**src/rtl/cpu_pkg.sv**
```systemverilog
// rtl/cpu_pkg.sv - shared CPU constants: multiply/divide sequencer state encoding and iteration count
package cpu_pkg;

  localparam int MD_ITER = 32;

  localparam logic [2:0] S_IDLE     = 3'd0;
  localparam logic [2:0] S_MULT_RUN = 3'd1;
  localparam logic [2:0] S_DIV_RUN  = 3'd2;
  localparam logic [2:0] S_DIV_FIX  = 3'd3;
  localparam logic [2:0] S_DONE     = 3'd4;

  // Two's-complement magnitude; 0x80000000 maps to itself and is read as unsigned 2^31.
  function automatic logic [31:0] abs32(input logic [31:0] v);
    return v[31] ? -v : v;
  endfunction

endpackage

```
**src/rtl/mult_div_ctrl_if.sv**
```systemverilog
// rtl/mult_div_ctrl_if.sv - start/operand/result bundle between main control and the MULT/DIV sequencer
interface mult_div_ctrl_if;
  logic        start_mult;
  logic        start_div;
  logic [31:0] a_in;
  logic [31:0] b_in;
  logic        busy;
  logic        done;
  logic        div_zero;
  logic [31:0] hi_out;
  logic [31:0] lo_out;
  logic        hi_write;
  logic        lo_write;

  modport master (
    output start_mult, start_div, a_in, b_in,
    input  busy, done, div_zero, hi_out, lo_out, hi_write, lo_write
  );

  modport slave (
    input  start_mult, start_div, a_in, b_in,
    output busy, done, div_zero, hi_out, lo_out, hi_write, lo_write
  );
endinterface

```
**src/rtl/mult_div_ctrl_div_step.sv**
```systemverilog
// rtl/mult_div_ctrl_div_step.sv - one restoring-division step: shift in a dividend bit, trial subtract, restore
module div_step (
  input  logic [31:0] rem,
  input  logic        dividend_msb,
  input  logic [31:0] divisor,
  output logic [31:0] rem_next,
  output logic        q_bit
);
  logic [32:0] shifted;
  logic [31:0] trial;

  assign shifted  = {rem, dividend_msb};
  assign q_bit    = (shifted >= {1'b0, divisor});
  assign trial    = shifted[31:0] - divisor;
  assign rem_next = q_bit ? trial : shifted[31:0];
endmodule

```
**src/rtl/mult_div_ctrl.sv**
```systemverilog
// rtl/mult_div_ctrl.sv - multicycle signed MULT (radix-2 Booth) / DIV (restoring) sequencer feeding HI/LO
module mult_div_ctrl
  import cpu_pkg::*;
#(
  parameter int ITER = MD_ITER
) (
  input  logic          clk,
  input  logic          reset,
  mult_div_ctrl_if.slave md
);
  localparam int CW = $clog2(ITER) + 1;

  logic [2:0]    state;
  logic [CW-1:0] count;
  logic [31:0]   acc;
  logic [31:0]   qr;
  logic [31:0]   mr;
  logic          q_m1;
  logic          sign_a;
  logic          sign_b;
  logic          dz;
  logic [31:0]   hi_q;
  logic [31:0]   lo_q;
  logic          last;
  logic          done_w;
  logic [32:0]   booth_sum;
  logic [31:0]   booth_p;
  logic [31:0]   booth_q;
  logic [31:0]   div_rem;
  logic          div_qbit;

  assign last = (count == CW'(ITER - 1));

  // The add/sub runs one bit wider than P so multiplicand 0x80000000 cannot overflow before the shift.
  always_comb begin
    booth_sum = {acc[31], acc};
    case ({qr[0], q_m1})
      2'b01:   booth_sum = {acc[31], acc} + {mr[31], mr};
      2'b10:   booth_sum = {acc[31], acc} - {mr[31], mr};
      default: booth_sum = {acc[31], acc};
    endcase
  end

  assign booth_p = booth_sum[32:1];
  assign booth_q = {booth_sum[0], qr[31:1]};

  div_step u_div_step (
    .rem          (acc),
    .dividend_msb (qr[31]),
    .divisor      (mr),
    .rem_next     (div_rem),
    .q_bit        (div_qbit)
  );

  always_ff @(posedge clk) begin
    if (reset) begin
      state  <= S_IDLE;
      count  <= '0;
      acc    <= '0;
      qr     <= '0;
      mr     <= '0;
      q_m1   <= 1'b0;
      sign_a <= 1'b0;
      sign_b <= 1'b0;
      dz     <= 1'b0;
      hi_q   <= '0;
      lo_q   <= '0;
    end else begin
      case (state)
        S_IDLE: begin
          if (md.start_mult) begin
            acc   <= '0;
            qr    <= md.a_in;
            mr    <= md.b_in;
            q_m1  <= 1'b0;
            count <= '0;
            dz    <= 1'b0;
            state <= S_MULT_RUN;
          end else if (md.start_div) begin
            acc    <= '0;
            qr     <= abs32(md.a_in);
            mr     <= abs32(md.b_in);
            sign_a <= md.a_in[31];
            sign_b <= md.b_in[31];
            count  <= '0;
            dz     <= (md.b_in == '0);
            state  <= (md.b_in == '0) ? S_DONE : S_DIV_RUN;
          end
        end
        S_MULT_RUN: begin
          acc   <= booth_p;
          qr    <= booth_q;
          q_m1  <= qr[0];
          count <= count + 1'b1;
          if (last) begin
            hi_q  <= booth_p;
            lo_q  <= booth_q;
            state <= S_DONE;
          end
        end
        S_DIV_RUN: begin
          acc   <= div_rem;
          qr    <= {qr[30:0], div_qbit};
          count <= count + 1'b1;
          if (last) state <= S_DIV_FIX;
        end
        S_DIV_FIX: begin
          hi_q  <= sign_a ? -acc : acc;
          lo_q  <= (sign_a ^ sign_b) ? -qr : qr;
          state <= S_DONE;
        end
        S_DONE:  state <= S_IDLE;
        default: state <= S_IDLE;
      endcase
    end
  end

  assign done_w      = (state == S_DONE);
  assign md.busy     = (state != S_IDLE);
  assign md.done     = done_w;
  assign md.div_zero = done_w & dz;
  assign md.hi_write = done_w & ~dz;
  assign md.lo_write = done_w & ~dz;
  assign md.hi_out   = hi_q;
  assign md.lo_out   = lo_q;
endmodule

```
**src/flat_wrapper.sv**
```systemverilog
// flat-port wrapper written by rule: the top's interface ports become plain ports
module mult_div_ctrl_flat import cpu_pkg::*;
#(
  parameter int ITER = MD_ITER
)
  (clk, reset, md_start_mult, md_start_div, md_a_in, md_b_in, md_busy, md_done, md_div_zero, md_hi_out, md_lo_out, md_hi_write, md_lo_write);
  mult_div_ctrl_if md_i ();
  input  logic clk;
  input  logic reset;
  input wire logic [$bits(md_i.start_mult)-1:0] md_start_mult;
  input wire logic [$bits(md_i.start_div)-1:0] md_start_div;
  input wire logic [$bits(md_i.a_in)-1:0] md_a_in;
  input wire logic [$bits(md_i.b_in)-1:0] md_b_in;
  output wire logic [$bits(md_i.busy)-1:0] md_busy;
  output wire logic [$bits(md_i.done)-1:0] md_done;
  output wire logic [$bits(md_i.div_zero)-1:0] md_div_zero;
  output wire logic [$bits(md_i.hi_out)-1:0] md_hi_out;
  output wire logic [$bits(md_i.lo_out)-1:0] md_lo_out;
  output wire logic [$bits(md_i.hi_write)-1:0] md_hi_write;
  output wire logic [$bits(md_i.lo_write)-1:0] md_lo_write;
  assign md_i.start_mult = md_start_mult;
  assign md_i.start_div = md_start_div;
  assign md_i.a_in = md_a_in;
  assign md_i.b_in = md_b_in;
  assign md_busy = md_i.busy;
  assign md_done = md_i.done;
  assign md_div_zero = md_i.div_zero;
  assign md_hi_out = md_i.hi_out;
  assign md_lo_out = md_i.lo_out;
  assign md_hi_write = md_i.hi_write;
  assign md_lo_write = md_i.lo_write;
  mult_div_ctrl #(.ITER(ITER)) u_core (.clk(clk), .reset(reset), .md(md_i));
endmodule
```
**config.mk**
```make
export PLATFORM = sky130hd
export DESIGN_NAME = mult_div_ctrl_flat
export DESIGN_NICKNAME = d
export VERILOG_FILES = /design/src/rtl/cpu_pkg.sv /design/src/rtl/mult_div_ctrl_if.sv /design/src/rtl/mult_div_ctrl_div_step.sv /design/src/rtl/mult_div_ctrl.sv /design/src/flat_wrapper.sv
export SDC_FILE = /design/constraint.sdc
export NUM_CORES = 1
export LEC_CHECK = 0
export ABC_AREA = 1
export CAP_MARGIN = 10
export CORE_MARGIN = 8
export CORE_UTILIZATION = 40
export DETAILED_ROUTE_END_ITERATION = 10
export PLACE_DENSITY_LB_ADDON = 0.12
export SLEW_MARGIN = 20
export SYNTH_ARGS = -nofsm -noshare
export SYNTH_HDL_FRONTEND = slang
export SYNTH_HIERARCHICAL = 1
export SYNTH_SLANG_ARGS = --single-unit
```
**constraint.sdc**
```tcl
create_clock -name clk -period 3 [get_ports clk]
set_input_delay 0.3 -clock clk [delete_from_list [all_inputs] [get_ports clk]]
set_output_delay 0.3 -clock clk [all_outputs]
set_load 0.01 [all_outputs]
```
# [Word level (Yosys, flattened, before mapping)]
# Cells that the tools add are included.
[word_totals] ff_bits=173 in_bits=68 wordCells=83 out_inout_bits=69
[op_classes] mux=31 bitwise_logic=5 n_addsub=8 order_cmp=1 reduce_logical=16 eq_ne=11
[ops] operator="$mux 32" n=13
[ops] operator="$pmux 32 s3" n=2
[ops] operator="$neg 32->32" n=4
[ops] operator="$pmux 32 s2" n=2
[ops] operator="$pmux 33 s2" n=1
[ops] operator="$add 32x32->33" n=1
[ops] operator="$ge 33x32->1" n=1
[ops] operator="$sub 32x32->33" n=1
[ops] operator="$logic_not 32->1" n=1
[ops] operator="$sub 32x32->32" n=1
[ops] operator="$mux 3" n=5
[ops] operator="$mux 6" n=2
[ops] operator="$pmux 3 s4" n=1
[ops] operator="$pmux 6 s2" n=1
[ops] operator="$reduce_and 2->1" n=5
[ops] operator="$reduce_bool 2->1" n=4
[ops] operator="$add 6x1->6 const B" n=1
[ops] operator="$eq 3x2->1 const B" n=2
[ops] operator="$eq 6x5->1 const B" n=1
[ops] operator="$reduce_and 3->1" n=2
[ops] operator="$reduce_bool 3->1" n=2
[ops] operator="$ne 2x1->1 const B" n=2
[ops] operator="$eq 3x1->1 const B" n=1
[ops] operator="$eq 3x3->1 const B" n=1
[ops] operator="11 further kinds" n=15

# [Longest topological paths before layout]
# Gate-level depths: netlist (run 1).
[depth] depth_word=5 ltp_mapped=25 mapped_depth_nobuf=25

# [By module]
# Netlist (run 1), hierarchy kept.
[modules_own_cells] module="mult_div_ctrl" area_per_inst_um2=14221.1 n_inst=1 cells_per_inst=2351
[modules_own_cells] module="div_step" area_per_inst_um2=3160.5 n_inst=1 cells_per_inst=647

# [Worst setup path before layout (run 1)]
# OpenSTA, ideal clock, no wires.
[synth_timing] kind="reg2reg" from="register u_core.q_m1" to="register u_core.hi_q[29], in the netlist u_core/md.hi_out[29]" path_stages_with_launch=22 n_path_buf=2 arrival_ns=2.871 slack_ns=-0.003 cell_sequence="dfxtp_1 -> inv_1 -> ha_1 -> inv_1 -> clkbuf_1 -> clkbuf_1 -> o31ai_1 -> xnor2_1 -> inv_1 -> ha_1 -> nand2_1 -> inv_1 -> a21oi_1 -> nor2_1 -> nor2_1 -> nand2_1 -> nand2_1 -> nand3_1 -> nand3_1 -> nand3_1 -> nand2_1 -> a21oi_1"
[synth_between] elab_chain_cells=4
[synth_rtl] item="start: declaration" line_no="mult_div_ctrl.sv:18" rtl="logic q_m1;"
[synth_rtl] item="start signal: assignment" line_no="mult_div_ctrl.sv:93" rtl="q_m1 <= qr[0];"
[synth_rtl] item="$eq 2x2->1 or $eq 2x1->1 (tied branches)" line_no="mult_div_ctrl.sv:37" rtl="case ({qr[0], q_m1})"
[synth_rtl] item="$pmux 33 s2 (*)" line_no="mult_div_ctrl.sv:37"
[synth_rtl] item="$mux 32 (*)" line_no="mult_div_ctrl.sv:95" rtl="if (last) begin"
[synth_rtl] item="$pmux 32 s2 (*)" line_no="mult_div_ctrl.sv:69" rtl="case (state)"
[synth_rtl] item="end signal: assignment" line_no="mult_div_ctrl.sv:96" rtl="hi_q <= booth_p;"
[synth_rtl] item="end signal: assignment" line_no="mult_div_ctrl.sv:108" rtl="hi_q <= sign_a ? -acc : acc;"
[synth_rtl] item="end: declaration" line_no="mult_div_ctrl.sv:22" rtl="logic [31:0] hi_q;"
# Every way passes the cells marked *; elsewhere a longest branch is shown, timed or not. The select of a mux whose other input is x is not followed.
# A chain may end at the register's enable or synchronous reset.

# [Final worst setup path (run 1)]
[layout_timing] from="register u_core.mr[0]" to="register u_core.hi_q[28], in the netlist u_core/md.hi_out[28]"
[layout_between] elab_chain_cells=4
[layout_rtl] item="start: declaration" line_no="mult_div_ctrl.sv:17" rtl="logic [31:0] mr;"
[layout_rtl] item="start signal: assignment" line_no="mult_div_ctrl.sv:74" rtl="mr <= md.b_in;"
[layout_rtl] item="start signal: assignment" line_no="mult_div_ctrl.sv:82" rtl="mr <= abs32(md.b_in);"
[layout_rtl] item="$sub 32x32->33 or $add 32x32->33 (tied branches)" line_no="mult_div_ctrl.sv:39, mult_div_ctrl.sv:38"
[layout_rtl] item="$pmux 33 s2 (*)" line_no="mult_div_ctrl.sv:37"
[layout_rtl] item="$mux 32 (*)" line_no="mult_div_ctrl.sv:95"
[layout_rtl] item="$pmux 32 s2 (*)" line_no="mult_div_ctrl.sv:69"
# Marks and branches as above.

==> impl_metrics.toml, run 1 <==
[timing]
final.setup.tns_ps = -4940
fmax_mhz = 311
final-max-slew-violation-count = 0
finalCritPeriodShare_pct = 107
tightest_slew_ps = 958
rsz0062_at_grt = "true"
fin_skew_ps = 14.2
finalCriticalPeriod_ps = 3220
finalSetupViolCount = 46
setup_slack_ps = -217
slew_headroom_pct = 36.2
hold_violations = 0

[placement]
hpwlAfterDp_um = 62900
io_buffers = 136
gp_congestion = 1.10

[setup_path]
crit_family = "simple AND/OR/NAND/NOR gates"
critPathBufInv = 2
endpoint_kind = "register"
path_depth = 23
cpMostUsedCell = "nand2_1"
worstRegToRegCells = 23
arrival_ps = 3560
crit_required_ps = 3340
crit_end = "u_core/md.hi_out[28]"
r2r-end = "u_core/md.hi_out[28]"
reg2reg_slack_ps = -220
crit_path_start_kind = "register"
crit_chain = "nor3_4, nand2_2, nor3_4, nand2_4, nor2_4, nand3_2, o21ai_2, nand2_1, xor2_1, inv_1, ha_4, buf_6, nand2_4, nor2_4, nand2_2, nor3_2, nand2_1, nand2_1, nand2_1, nand3_2, nand3_2, nand2_1, a21oi_1"
critPathLaunch = "u_core/mr[0]"
crit_fanout = 3
critPathKind = "register to register"
cpPeakStageDelay_ps = 350
rr_startpoint = "u_core/mr[0]"
cp_slowest_cell = "dfxtp_2"

[final_layout]
nets = 3478
mostFrequentLayoutCells = "nand2_1 (809), inv_1 (419), buf_4 (281), a21oi_1 (228), nor2_1 (201)"
layout_commonest_cell = "nand2_1"
areaGrowthSynthToFinish_pct = 33.5
diodes = 0
layout-drive-gt1-share_pct = 20.2

[clock_network]
clk_pin_slew_ps = 70
cts_buffers = 17
clock-sinks = 173
clock_latency_ps = 480
htreeDepth = 4
cts_tree = "yes"
cts_root_buffer = "clkbuf_16"
clk_path_buf_depth = 2
cts-hold-fix-buffers = 0

[die]
dieHeight_um = 224
die_w_um = 224
ioPinCount = 137
die_area_mm2 = 0.0504
num_rows = 76
start_util_pct = 40.4
design.core.area_mm2 = 0.0430

[yosys]
synthArstFlopShare_pct = 0
syn_area_per_cell_um2 = 5.80
seq_area_frac_synth_pct = 19.9
synth_flop_cell = "dfxtp_1"
ys_types = 56
synth_area_leaders = "dfxtp_1 (20%), nand2_1 (19%), inv_1 (9.3%)"
syn_nets = 3139
synth_top_area_cell = "dfxtp_1"
synth_top_area_share_pct = 19.9
synth_warnings = 6
syn_inst = 2998
synth-seq-cells = 173
netlist_area_mm2 = 0.0174
synth_edf_count = 0

[power]
finalPower_mw = 31.8
ir_worst_vdd_mv = 0.536
power_density_mw_per_mm2 = 1370
leakage_nw = 11.0

[drt]
wl_per_cell_um = 20.0
dr.pass1.iters = 6
route.detailed.drc = 0
via_per_inst = 5.43
drt-total-wl_um = 78900
ant_nets = 0
drtIter0Drc = 1936
route.vias.total = 21374

[global_route]
grt_pass1_vias = 20125
grt_pass1_wl_um = 119000
grt_usage_pct = 30.3
grt_antenna_before_repair = 0
grt_max_degree = 99
grt_overflow = 0

[status]
violations = "setup timing"
status = "complete, but fails checks"

[min_path]
hold_path.class = "input pin to register"
hp-start = "reset"

[job]
drv_cap = 0
-- tightest hold or removal path, cell delays in order --
cell	delay (ps)
buf_4	130
buf_12	220
a21oi_1	160
-- synthesized netlist by cell type, types with 8 or more instances --
cell / instances
nand2_1: 876
inv_1: 432
a21oi_1: 270
nor2_1: 238
nand3_1: 214
dfxtp_1: 173
o21ai_0: 169
xor2_1: 82
ha_1: 71
clkbuf_1: 58
buf_2: 43
a221oi_1: 34
nand4_1: 31
nor3_1: 27
a31oi_1: 25
xnor2_1: 24
o221ai_1: 20
nand3b_1: 17
nand3_2: 16
o211ai_1: 15
inv_2: 13
nor2_2: 13
or2_2: 12
nand2_2: 11
and2_1: 10
o31ai_1: 10
nor4_1: 9
nor3_2: 8
o21ai_1: 8
o21ai_2: 8
-- cell families (layout without fill, tap and decap cells) --
family          after synthesis  in the layout  share of synthesized area, %
simple gates               1493           1493                          37.0
compound gates              590            590                          19.5
buf+inv                     562            914                          12.8
flops                       173            173                          19.9
xor+xnor                    107            107                          5.50
fa+ha+maj                    73             73                          5.34
-- timing repair --
action	4_1_cts	5_1_grt
endpoints found under the setup margin	50	61
setup buffers	18	12
hold endpoints to repair	0	0
pin swaps	89	60
gates resized for setup	213	116
-- worst min path at each step --
| stage | endpoint | slack [ps] | cells past startpoint |
|---|---|---|---|
| 2_1_floorplan | u_core/count[2] | 450 | 2 |
| 3_3_place_gp | u_core/md.lo_out[20] | 450 | 2 |
| 3_5_place_dp | u_core/md.hi_out[24] | 460 | 2 |
| 4_1_cts | u_core/md.hi_out[16] | 370 | 3 |
| 5_1_grt | u_core/md.hi_out[16] | 400 | 3 |
| 6_report | u_core/md.hi_out[24] | 370 | 3 |
-- report_power, final --
group | total [mW] | switching, mW | internal [mW]
clock | 2.43 | 1.10 | 1.33
sequential | 3.82 | 0.904 | 2.92
combinational | 25.5 | 15.8 | 9.73
total | 31.8 | 17.8 | 14.0
-- cell type report --
cell class	instances	area, um2
clock buffer	18	429
clock inverter	14	183
fill	4498	19800
inverter	447	1680
multi-input combinational	2263	12900
sequential	173	3480
tap	585	732
timing repair buffer	435	3770
-- per-layer routing --
| layer | GRT usage [%] | routed length, um | vias to the layer above |
|---|---|---|---|
| li1 | - | - | 10420 |
| met1 | 39.3 | 34200 | 9951 |
| met2 | 48.8 | 35100 | 829 |
| met3 | 4.51 | 5400 | 174 |
| met4 | 14.8 | 4240 | 0 |
| met5 | 0 | 0 | - |
-- flip-flops by register name (all words and copies together), names as in the netlist --
name,flops
u_core/acc,32
u_core/md.hi_out,32
u_core/md.lo_out,32
u_core/mr,32
u_core/qr,32
u_core/count,6
u_core/state,3
u_core/dz,1
u_core/q_m1,1
u_core/sign_a,1
u_core/sign_b,1
-- stage by stage --
step / std cells / area [um2] / setup slack (ps) / util [%] / hold WS, ps
floorplan: 2998 / 17400 / 93.9 / - / 448
global placement: 3873 / 21100 / -582 / 49.1 / 454
detailed placement: 3873 / 21100 / -546 / 49.1 / 456
CTS: 3923 / 22700 / -254 / 52.7 / 373
global route: 3935 / 23200 / -424 / 54.0 / 396
finish: 3935 / 23200 / -217 / 54.0 / 372
Note: power is estimated with default switching activity, not from simulation.
==> run 2: changes to the inputs <==
- REMOVE_ABC_BUFFERS: not set -> 1
==> run 2 against run 1 <==
The run still ends with setup timing left. Clock skew shrank 4.1 ps. Hold slack worse by 160 ps. Global-route usage fell by 1.5 points. Clock-buffer cell count is 4 higher. Sequential cell count unchanged. Cell count decreased by 0.41%. Wire length shrank 5.5%. Critical path depth decreased by 4.
==> impl_metrics.toml, run 2 (same netlist as run 1, synthesis figures left out) <==
[min_path]
hold_path.class = "input pin to register"
holdPathEnd = "u_core/acc[1]"
hp-start = "reset"
holdPathStages = 4

[drt]
ant_nets = 0
drt-total-wl_um = 74600
dr.pass1.iters = 6
drtIter0Drc = 1982
via_per_inst = 5.37
route.detailed.drc = 0
route.vias.total = 21030
wl_per_cell_um = 19.0

[global_route]
grt_max_degree = 83
grt_antenna_before_repair = 0
grt_pass1_wl_um = 114000
grt_overflow = 0
grt_pass1_vias = 19641
grt_usage_pct = 28.9

[power]
finalPower_mw = 30.5
ir_worst_vdd_mv = 0.999
leakage_nw = 10.8
power_density_mw_per_mm2 = 1320

[final_layout]
multi_input_area_mm2 = 0.0130
areaGrowthSynthToFinish_pct = 32.7
stdcell_count = 3919
layout-drive-gt1-share_pct = 20.0
nets = 3463
layout_commonest_cell = "nand2_1"
seq_area_mm2 = 0.00347
diodes = 0
fillers = 4537
mostFrequentLayoutCells = "nand2_1 (796), inv_1 (415), buf_4 (262), a21oi_1 (229), nor2_1 (203)"

[die]
start_util_pct = 40.4
dieHeight_um = 224
ioPinCount = 137
design.core.area_mm2 = 0.0430
die_w_um = 224
die_area_mm2 = 0.0504
num_rows = 76

[timing]
tightest_slew_ps = 996
final-max-slew-violation-count = 0
fin_skew_ps = 10.1
finalCriticalPeriod_ps = 3220
fmax_mhz = 311
finalSetupViolCount = 38
finalCritPeriodShare_pct = 107
setup_slack_ps = -218
slew_headroom_pct = 33.5
hold_violations = 0
rsz0062_at_grt = "true"

[status]
violations = "setup timing"
status = "complete, but fails checks"

[setup_path]
crit_path_start_kind = "register"
endpoint_kind = "register"
rr_startpoint = "u_core/mr[0]"
crit_required_ps = 3430
critPathKind = "register to register"
worstRegToRegCells = 19
crit_fanout = 4
reg2reg_slack_ps = -220
r2r-end = "u_core/acc[16]"
arrival_ps = 3650

[clock_network]
clock_latency_ps = 490
clk_pin_slew_ps = 70
cts_tree = "yes"
clk_path_buf_depth = 2
cts_buffers = 17
cts-hold-fix-buffers = 0
clock-sinks = 173
htreeDepth = 4
cts_root_buffer = "clkbuf_16"

[placement]
dp.cells = 3865
hpwlAfterDp_um = 59000
gp_congestion = 0.983
io_buffers = 136

[job]
drv_cap = 0
==> run 2: critical path, stage by stage, from the launching register on <==
cell and delay (ps):
dfxtp_4 370, nor3_4 200, nand2_2 90, nor3_4 160, nand2_2 130, buf_4 160
nand2_2 80, xor2_1 150, inv_1 80, ha_4 300, buf_4 110, nand4_1 200
nor3_1 200, buf_4 170, nand4_1 140, nand4_1 110, nand3_1 110, o21ai_1 130
nand2_2 110, a21oi_1 160
==> run 2: final cells by class <==
type	count	area share (%)
Clock inverter	9	0.439
Clock buffer	22	2.06
Sequential cell	173	15.1
Inverter	447	7.31
Timing Repair Buffer	420	15.6
Multi-Input combinational cell	2263	56.3
Tap cell	585	3.17
==> run 2: where the power goes <==
group          switching, mW  internal [mW]  leakage (nW)
registers              0.760           2.91          1.42
clock network           1.08           1.22         0.280
logic                   15.2           9.30          9.14
==> run 2: repair_timing <==
action	4_1_cts	5_1_grt
endpoints found under the setup margin	51	60
pin swaps	94	96
resized for setup	235	127
buffers inserted	18	6
==> run 2: metrics by stage <==
| step | setup WS (ps) | area (um2) | setup TNS, ps | hold WS [ps] | utilization (%) |
|---|---|---|---|---|---|
| after floorplan | -3970 | 16800 | -274400 | 362 | - |
| after global placement | -550 | 20900 | -13180 | 453 | 48.7 |
| after detailed placement | -519 | 20900 | -14770 | 455 | 48.7 |
| after CTS | -214 | 22600 | -4370 | 167 | 52.6 |
| after global routing | -425 | 23100 | -13390 | 220 | 53.7 |
| final | -218 | 23100 | -3790 | 208 | 53.7 |
==> run 2: worst max-delay path by stage <==
stage / cells past startpoint / from / end
global placement: 21 / u_core/mr[8] / u_core/acc[26]
finish: 19 / u_core/mr[0] / u_core/acc[16]
CTS: 22 / u_core/mr[1] / u_core/md.hi_out[27]
detailed placement: 21 / u_core/mr[8] / u_core/acc[26]
floorplan: 9 / u_core/count[0] / u_core/md.hi_out[0]
global route: 25 / u_core/mr[0] / u_core/acc[31]
==> run 2: layer usage <==
layer | vias up | part of all wire [%] | global-route usage, %
li1 | 10404 | - | -
met3 | 99 | 6.9 | 5.11
met5 | - | 0 | 0
met1 | 9764 | 47 | 40.1
met2 | 763 | 44 | 44.6
met4 | 0 | 2.6 | 9.73
==> patch 1, RTL diff (config.mk and constraints of run 1) <==
Reset style: asynchronous (`reset`), changed in one clocked block.
--- a/src/rtl/mult_div_ctrl.sv
+++ b/src/rtl/mult_div_ctrl.sv
@@ -54,3 +54,3 @@
 
-  always_ff @(posedge clk) begin
+  always_ff @(posedge clk or posedge reset) begin
     if (reset) begin
Formal check against the unedited RTL: differs if reset is asserted again (counterexample within 4 cycles, from zero or initial values and one cycle with reset high); with reset held inactive, the same outputs for 10 cycles.
==> patch 1 against run 1 <==
Area after synthesis rose by 2.1%; highest routed layer unchanged; die area rose by 2.0%; via count fell by 2.5%; sequential share of layout area rose by 3.4 points; worst setup slack got worse by 110 ps; wire length fell by 6.2%; synthesized cell count fell by 1.1%; critical endpoint is now u_core/acc[27]$_DFFE_PP0P_; the run still ends with setup timing left; sequential cell count did not move; cell area rose by 1.7%.
Power is left out: the tool's default activity adds up to more than one toggle a clock period on the data nets, which glitch-free logic cannot reach.
==> patch 1: results (changes against run 1) <==
Worst setup path
  • Critical path fanouts, max: 4 (+1)
  • R2R depth: 26 (+13%)
  • Slowest-stage cell, CP: dfrtp_1

Placed design
  • DP Worst Slack: -636 ps (-89.9 ps)
  • DPL Wire Length: 58,900 um (-6.4%)
  • GP Congestion: 1.07 (-2.3%)
  • Placed cell count: 3,877 (+0.10%)

Clock tree
  • CTS clk-pin slew, worst paths: 90 ps (+20 ps)

Synthesis
  • Post-Synth Adder-Cell Area: 5.23% (-0.11 points)
  • Synth Net Count: 3,106 (-1.1%)
  • Area leader, netlist: dfrtp_1
  • Cells after Synth: 2,965 (-1.1%)
  • Synth area leaders: dfrtp_1 24%, nand2_1 21%, inv_1 8.9%, nand3_1 6.9%, nor2_1 5.8%
  • Distinct cells, synth: 52 (-7.1%)
  • Synth Area in XOR/XNOR: 5.77% (+0.27 points)
  • Top cells by count, synth: 1,000 x nand2_1, 420 x inv_1, 276 x nor2_1

Min path
  • Hold Crit Class: in -> async

Final layout
  • Nets@finish: 3,458 (-0.58%)
  • Fillers: 4,594 (+2.1%)
  • Layout cells sized above 1: 18.2% (-2.1 points)

GRT
  • Total GRT Usage: 28.6% (-1.7 points)
  • Largest net degree at the start of global routing: 92 (-7.1%)
  • First-pass GRT wire length: 113,000 um (-4.3%)

Status
  • Status: complete, but fails checks
  • Failing checks: setup timing

Timing
  • Final WS setup: -325 ps (-108 ps)
  • Setup violations, final: 47 (+2.2%)

Routing
  • DR iter-0 viols: 1,760 (-9.1%)
  • WL/cell: 18.9 um (-5.9%)
patch 1: cell count changes after synthesis, moves of 18 or more:
| cell | run 1 | this run |
|---|---|---|
| a21oi_1 | 270 | 123 |
| a221oi_1 | 34 | 10 |
| a31oi_1 | 25 | 7 |
| buf_2 | 43 | 21 |
| dfrtp_1 | 0 | 173 |
| dfxtp_1 | 173 | 0 |
| nand2_1 | 876 | 1000 |
| nand3_1 | 214 | 243 |
| nor2_1 | 238 | 276 |
| o22ai_1 | 5 | 24 |
| xor2_1 | 82 | 102 |
patch 1: final timing paths:
path / slack (ps) / end / start
worst max register to register: -330 / u_core/acc[27]$_DFFE_PP0P_ / u_core/mr[3]$_DFFE_PP0P_
worst min register to register: 480 / u_core/md.hi_out[27]$_DFFE_PP0P_ / u_core/md.hi_out[27]$_DFFE_PP0P_
max in group asynchronous: 2000 / u_core/mr[27]$_DFFE_PP0P_ / reset
worst min-delay path: 190 / u_core/md.hi_out[30]$_DFFE_PP0P_ / reset
min in group clk: 430 / u_core/qr[31]$_DFFE_PP0P_ / md_a_in[31]
worst max-delay path: -330 / u_core/acc[27]$_DFFE_PP0P_ / u_core/mr[3]$_DFFE_PP0P_
patch 1: layout make-up:
cell class,count,area [sq um],share of cell area (%)
clock buffer,18,429,1.82
timing repair buffer,425,3660,15.5
tap,592,741,3.14
sequential,173,4330,18.4
multi-input combinational,2270,12600,53.4
clock inverter,14,223,0.944
inverter,430,1620,6.88
patch 1: what timing repair did:
item	4_1_cts	5_1_grt
resized for setup	193	99
buffers inserted	10	5
endpoints found under the setup margin	54	60
hold endpoints to repair	0	0
pin swaps	63	49
patch 1: per-layer routing:
layer	vias to the layer above	track usage (%)	routed length, um
met5	-	0	0
met4	0	17.9	4690
met3	176	3.45	3560
met2	680	48.3	35300
met1	9779	34.5	30500
li1	10200	-	-
==> patch 2, RTL diff (flow settings as in run 1) <==
Without the edit above. `MD_ITER`: 32 -> 64.
--- a/src/rtl/cpu_pkg.sv
+++ b/src/rtl/cpu_pkg.sv
@@ -3,3 +3,3 @@
 
-  localparam int MD_ITER = 32;
+  localparam int MD_ITER = 64;
 
Formal check against the unedited RTL: no difference found for any inputs over 10 cycles, from zero or initial values and one cycle with reset high; that may be too few to reach the edited logic, so the function may still have changed.
==> patch 2 against run 1 <==
Sequential cell count grew 1; area after synthesis increased by 1.3%; maximum frequency fell by 1.8%; the flow still finishes with violations (setup timing); synthesized cell count up 2.7%; final cell count rose by 2.0%; wire length shrank 0.75%; worst setup slack got worse by 59 ps; core utilization rose by 0.97 points; cell area rose by 3.8%; die area increased by 1.2%; power grew 2.5%.
==> patch 2: results (changes against run 1) <==
Synthesis
  • Post-Synth Adder-Cell Area: 5.27% (-0.071 points)
  • Primary FF master, synth: dfxtp_1
  • Post-synthesis sequential area ratio: 19.8% (-0.15 points)
  • Synth Net Count: 3,220 (+2.6%)
  • Syn_area_per_cell: 5.72 sq um (-1.3%)
  • Synth Area in XOR/XNOR: 5.02% (-0.48 points)
  • Top cells by count, synth: 925 x nand2_1, 461 x inv_1, 252 x a21oi_1, 252 x nor2_1, 227 x nand3_1
  • Synth area leaders: dfxtp_1 20%, nand2_1 20%, inv_1 9.8%, a21oi_1 7.2%, nand3_1 6.4%

Clock tree
  • Clock Latency Late Sink: 510 ps (+30 ps)
  • Clock tree buffer depth: 2 (unchanged)

GRT
  • Total GRT Usage: 29.8% (-0.49 points)
  • First-pass GRT wire length: 117,000 um (-1.0%)
  • Largest net degree at the start of global routing: 76 (-23%)
  • Initial antenna violation count: 2 (+2)

Routing
  • Met3 WL: 3710 um (-31%)
  • DR iter-0 viols: 1,924 (-0.62%)
  • Final wirelength: 78,300 um (-0.75%)
  • M1 WL: 33,100 um (-3.2%)
  • Via count of the routed design: 21,600 (+1.1%)

Placed design
  • DP Worst Slack: -572 ps (-25.4 ps)
  • Area after DPL: 21,200 sq um (+0.59%)
  • DPL Wire Length: 61,000 um (-3.1%)

Timing
  • Final WS setup: -277 ps (-59.2 ps)
  • Worst slew pin tran: 887 ps (-70.6 ps)
  • Layout Skew: 23.7 ps (+9.49 ps)
  • Setup violations, final: 44 (-4.3%)

Status
  • Status: complete, but fails checks
  • Failing checks: setup timing

Power
  • Static Leak: 11.4 nW (+4.3%)

Min path
  • Hold Crit Class: in -> reg

Final layout
  • Layout cells sized above 1: 22.2% (+1.9 points)
  • Fillers: 4,510 (+0.27%)
  • Nets@finish: 3,550 (+2.1%)

Worst setup path
  • Arr. time, crit path: 3720 ps (+160 ps)
  • Critical path fanouts, max: 4 (+1)
==> patch 2: path summary, 6_finish.rpt <==
kind                                     start                                end  slack (ps)  cells after the start
min reg2reg  u_core/md.hi_out[15]$_SDFFE_PP0P_  u_core/md.hi_out[15]$_SDFFE_PP0P_         460                      2
max reg2reg          u_core/mr[0]$_SDFFE_PP0P_        u_core/acc[15]$_SDFFE_PP0P_        -280                     21
max                  u_core/mr[0]$_SDFFE_PP0P_        u_core/acc[15]$_SDFFE_PP0P_        -280                     21
min                                      reset   u_core/md.lo_out[8]$_SDFFE_PP0P_         210                      2
==> patch 2: stage by stage <==
step | TNS, ps | hold slack [ps] | instances | total power [mW] | util, %
finish | -7290 | 214 | 4013 | 32.6 | 55.0
global route | -15060 | 223 | 4013 | 34.9 | 55.0
CTS | -11700 | 181 | 4004 | 29.9 | 51.9
detailed placement | -20320 | 455 | 3953 | 25.7 | 48.4
global placement | -18970 | 453 | 3953 | 25.6 | 48.4
floorplan | 0 | 438 | 3079 | 16.7 | -
==> patch 2: per-layer routing <==
layer / vias to the layer above / track usage (%)
met5: - / 0
met4: 0 / 16.9
met3: 179 / 4.31
met2: 698 / 49.9
met1: 10100 / 36.3
li1: 10600 / -
==> patch 2: timing repair <==
item,in CTS,in global routing
pin swaps,77,162
gates resized for setup,192,322
endpoints found under the setup margin,58,61
buffers inserted,21,12
==> patch 2: logic make-up (layout without fill, tap and decap cells) <==
logic type,Yosys count,after routing
buf+inv,584,926
xor+xnor,101,101
fa+ha+maj,73,73
compound gates,587,587
flops,174,174
simple gates,1560,1560
==> patch 2: layout make-up <==
type	instances	area share (%)
Timing Repair Buffer	422	15.5
Clock buffer	21	1.95
Multi-Input combinational cell	2321	56.9
Clock inverter	10	0.530
Sequential cell	174	14.5
Tap cell	592	3.07
Inverter	473	7.45
==> patch 2: power by group <==
| part | internal (mW) | switching [mW] |
|---|---|---|
| Clock | 1.30 | 1.09 |
| Combinational | 9.88 | 16.5 |
| Sequential | 2.94 | 0.832 |
==> patch 2: worst max-delay path, stage by stage, from the launching register on <==
cell and delay [ps]:
dfxtp_2 320, inv_2 80, buf_6 110, nand3_4 60, nor3_2 100, buf_4 140, nand4_1 140, o31ai_2 230
xor2_1 300, inv_1 130, ha_4 340, nand2_4 70, inv_6 80, nand2_4 60, nor3_4 150, nand2_4 90
nand2_8 100, buf_12 110, xor2_4 160, o21ai_2 80, or2_4 240, a21oi_2 100
